$ cat src/rtl/stack_sequencer.sv
// Stack sequencer: turns push/pop/peek requests into single-port RAM cycles.
// Stack grows downward from BASE; sp always points at the next free slot.
module stack_sequencer #(
  parameter logic [7:0] BASE  = 8'hFF,
  parameter int         DEPTH = 16
) (
  input  logic       clk,
  input  logic       rst,
  input  logic [1:0] op,
  input  logic       req_valid,
  output logic       req_ready,
  input  logic [7:0] r0,
  output logic [7:0] mem_addr,
  output logic [7:0] mem_wdata,
  output logic       mem_we,
  input  logic [7:0] mem_rdata,
  output logic [7:0] rdata,
  output logic       rdata_valid,
  output logic [7:0] sp,
  output logic       empty,
  output logic       full,
  output logic       err,
  input  logic       err_clr
);

  localparam logic [7:0] DEPTH_C = 8'(DEPTH);

  typedef enum logic [1:0] {
    IDLE,
    WRITE,
    RD_ADDR,
    RD_DATA
  } state_t;

  typedef struct packed {
    logic       pop;
    logic [7:0] data;
  } req_t;

  state_t     state;
  state_t     state_n;
  logic [7:0] count;
  req_t       held;

  logic accept;
  logic is_push;
  logic is_read;
  logic push_err;
  logic read_err;
  logic err_set;

  assign sp    = BASE - count;
  assign empty = (count == 8'd0);
  assign full  = (count == DEPTH_C);

  assign accept  = (state == IDLE) && req_valid
                 && (op != 2'b00);
  assign is_push = (op == 2'b01);
  assign is_read = op[1];

  // Overflow/underflow consume the request without leaving IDLE.
  assign push_err = accept && is_push && full;
  assign read_err = accept && is_read && empty;
  assign err_set  = push_err || read_err;

  always_comb begin
    state_n   = state;
    req_ready = 1'b0;
    mem_we    = 1'b0;
    mem_addr  = sp;
    mem_wdata = held.data;
    unique case (state)
      IDLE: begin
        req_ready = 1'b1;
        unique case (1'b1)
          accept && is_push && !full:
            state_n = WRITE;
          accept && is_read && !empty:
            state_n = RD_ADDR;
          default:
            state_n = IDLE;
        endcase
      end
      WRITE: begin
        mem_we  = 1'b1;
        state_n = IDLE;
      end
      RD_ADDR: begin
        mem_addr = sp + 8'd1;
        state_n  = RD_DATA;
      end
      RD_DATA: begin
        mem_addr = sp + 8'd1;
        state_n  = IDLE;
      end
      default: state_n = IDLE;
    endcase
  end

  always_ff @(posedge clk or posedge rst) begin
    if (rst) begin
      state       <= IDLE;
      count       <= 8'd0;
      held        <= '0;
      rdata       <= 8'h00;
      rdata_valid <= 1'b0;
      err         <= 1'b0;
    end else begin
      state       <= state_n;
      rdata_valid <= 1'b0;
      err         <= err_set | (err & ~err_clr);
      if (accept) begin
        held.pop  <= ~op[0];
        held.data <= r0;
      end
      if (state == WRITE) begin
        count <= count + 8'd1;
      end
      if (state == RD_DATA) begin
        rdata       <= mem_rdata;
        rdata_valid <= 1'b1;
        if (held.pop) begin
          count <= count - 8'd1;
        end
      end
    end
  end

endmodule
$ cat config.mk
export PLATFORM = sky130hd
export DESIGN_NAME = stack_sequencer
export DESIGN_NICKNAME = d
export VERILOG_FILES = /design/src/rtl/stack_sequencer.sv
export SDC_FILE = /design/constraint.sdc
export NUM_CORES = 1
export LEC_CHECK = 0
export CAP_MARGIN = 20
export CORE_UTILIZATION = 43
export DETAILED_ROUTE_END_ITERATION = 8
export GPL_ROUTABILITY_DRIVEN = 0
export PLACE_DENSITY = 0.79
export SYNTH_ARGS = -nofsm -noshare
export SYNTH_HDL_FRONTEND = slang
export SYNTH_SLANG_ARGS = --single-unit
$ cat constraint.sdc
create_clock -name clk -period 1.7 [get_ports clk]
set_input_delay 0.255 -clock clk [delete_from_list [all_inputs] [get_ports clk]]
set_output_delay 0.255 -clock clk [all_outputs]
set_load 0.005 [all_outputs]
==> results.yml <==
run_status:
  status: "finished with violations"
  failed_checks: "negative setup slack"
yosys:
  syn_nets: 169
  yosysWarnings: 0
  ys_seq_elements: 29
  syn_area_per_cell_um2: 10.7
  syn_inst: 144
  ys_seq_area_frac: 0.470
  synth_cell_types: 33
  syn_area_mm2: 0.00154
setup_path:
  cp.required_ns: 1.44
  endpoint_kind: "primary output"
  slowest_stage: "dfrtp_1"
  cpPeakStageDelay_ns: 0.44
  cp_max_fo: 4
  crit_chain: "or2_4 -> nor4_4 -> xnor2_1 -> buf_2"
  r2r_cells: 8
  worstPathArrival_ns: 1.60
  crit_type: "reg -> out"
  startpoint_type: "flop"
cts:
  cts_sinks: 29
  root_buffer: "clkbuf_4"
  cts_buffer_depth: 2
  clock_latency_ns: 0.31
  cts.clk_slew.worst_paths_ns: 0.09
  cts_tree: "yes"
  htree_levels: 2
  cts_buffers: 5
cells_and_area:
  layout-drive-gt1-share: 0.398
  utilization: 0.749
  final_nets: 261
  nFillCells: 217
  area_delta_synth_final_pct: 64.5
  multi_input_area_um2: 773
  seq_area_um2: 727
  diodes: 0
die:
  rows: 21
  die_w_um: 61.9
  initial_core_util: 0.456
  ioPinCount: 60
  die_h_um: 61.9
  dieArea_mm2: 0.00383
  core_mm2: 0.00339
drt:
  drc: 0
  routed_via_density: 4.92
  dr_total_vias: 1388
  first_pass_iters: 4
  drt_iter0_drc: 56
  wire_per_inst_um: 14.0
  routed_wirelength_um: 3950
  drt.antenna.violating_nets: 0
grt:
  grt_overflow: 0
  gr-usage-all-layers: 0.209
  grt_max_degree: 30
  antenna_found_initial: 0
  grt_pass1_vias: 1313
  grt_pass1_wl_um: 5700
power_and_ir_drop:
  cellLeakagePower_nw: 1.13
  power_density_mw_per_mm2: 1860
  max-vdd-ir-drop_v: 0.000955
placed_design:
  place_hpwl_um: 2690
  port_buffers: 59
timing:
  rsz0062_at_grt: "true"
  worst_pin_slew_ns: 0.371
  fmax_mhz: 538
  slew_headroom: 0.753
  drv_slew: 0
  clock_skew_ns: 0.0108
  fin_crit_sh: 1.09
  setup_ws_ns: -0.159
  setup-violations-final: 7
  final.setup.tns_ns: -0.493
  hold_viol: 0
  period_needed_ns: 1.86
job:
  drv_cap: 0
worst_hold_path:
  hold_path_class: "in -> async"
## final cells by class
cell class | count | share of cell area
clock buffers | 7 | 0.0217
flip-flops and latches | 29 | 0.286
well taps | 46 | 0.0227
repair buffers | 100 | 0.349
multi-input cells | 89 | 0.304
inverters | 11 | 0.0163
## through the flow
stage / hold WS (ns) / std cells / power, mW / setup WS [ns] / area, um2
after floorplan: 0.333 / 144 / 2.49 / 0.103 / 1540
after global routing: 0.358 / 282 / 5.06 / -0.262 / 2540
after CTS: 0.321 / 271 / 4.40 / -0.148 / 2410
final: 0.322 / 282 / 4.71 / -0.159 / 2540
after global placement: 0.489 / 259 / 3.76 / -0.244 / 2270
after detailed placement: 0.494 / 259 / 3.84 / -0.306 / 2270
## worst max-delay path: cells and delay by family (launching register included)
family | cells | cell delay [ns]
and+or+nand+nor | 2 | 0.53
xor gates and xnor gates | 1 | 0.16
DFF | 1 | 0.44
buffers and inverters | 1 | 0.15
## placed cells by master (no fill, tap or decap), types with 3 or more instances in the layout
cell             count
mux2_2              16
clkbuf_4             5
dlygate4sd2_1        9
xnor2_1             12
buf_2                6
clkdlybuf4s50_1     39
nor2_1               3
dfrtp_1             28
buf_4               34
nand2_1             10
nand3_1              3
buf_6                9
inv_2                3
o22ai_1              3
inv_1                8
a21oi_1              3
## synth_stat cells
library cell	instances	area, um2
a21boi_0	1	7.51
a21oi_1	3	15.0
and2_1	2	12.5
and3_1	3	18.8
buf_2	1	5.00
buf_4	11	82.6
buf_6	2	22.5
clkbuf_1	1	3.75
dfrtp_1	29	726
ha_1	3	37.5
inv_1	11	41.3
mux2_2	16	180
mux2i_1	1	10.0
nand2_1	11	41.3
nand2b_1	1	6.26
nand3_1	4	20.0
nand3_2	1	10.0
nand3b_1	2	15.0
nand4_1	1	6.26
nor2_1	7	26.3
nor2b_1	2	12.5
nor3_1	2	10.0
nor4_1	1	6.26
nor4_2	1	12.5
nor4b_1	1	8.76
o211a_1	1	10.0
o211ai_1	2	15.0
o21ai_0	3	15.0
o22ai_1	3	18.8
o22ai_2	1	12.5
or2_2	1	6.26
or3_1	1	6.26
xnor2_1	14	123
## worst paths after layout
path / startpoint / end / slack (ns)
worst max-delay path: count[3] / mem_addr[6] / -0.16
worst min-delay path: rst / mem_wdata[0] / 0.32
worst min register to register: mem_wdata[6] / mem_wdata[6] / 0.51
min in group clk: err_clr / err / 0.51
max in group asynchronous: rst / state[1] / 1.08
worst max register to register: count[1] / count[6] / 0.06
## power breakdown
| part | switching, mW | leakage (nW) | internal [mW] |
|---|---|---|---|
| registers | 0.261 | 0.349 | 1.02 |
| clock network | 0.213 | 0.0314 | 0.195 |
| logic | 1.19 | 0.750 | 1.83 |
## per-layer routing
metal / routed length, um / global-route usage / up-vias
met3: 264 / 0.0828 / 4
met1: 1570 / 0.243 / 662
li1: - / - / 659
met5: 0 / 0 / -
met4: 43 / 0.0635 / 0
met2: 2070 / 0.356 / 63
## kinds of logic (layout without fill, tap and decap cells)
group | after synthesis | in the layout | share of synthesized area
AND/OR/NAND/NOR | 41 | 41 | 0.142
adder cells (fa/ha/maj) | 3 | 3 | 0.0243
multiplexers | 17 | 17 | 0.123
XOR/XNOR | 14 | 14 | 0.0794
AO/OA/AOI/OAI | 14 | 14 | 0.0608
buffers and inverters | 26 | 118 | 0.100
flip-flops | 29 | 29 | 0.470
## repair_timing
action	CTS	global route
gates resized for setup	66	16
pin swaps	8	5
buffers inserted	5	11
setup endpoints to repair	16	11
hold buffers	0	0
## flip-flops by register name, summed over array words and instances, names as in the netlist
| register | count |
|---|---|
| err | 1 |
| state | 2 |
| mem_wdata | 8 |
| rdata_valid | 1 |
| count | 8 |
| rdata | 8 |
| held | 1 |
Power figures use the tool's default switching activity.
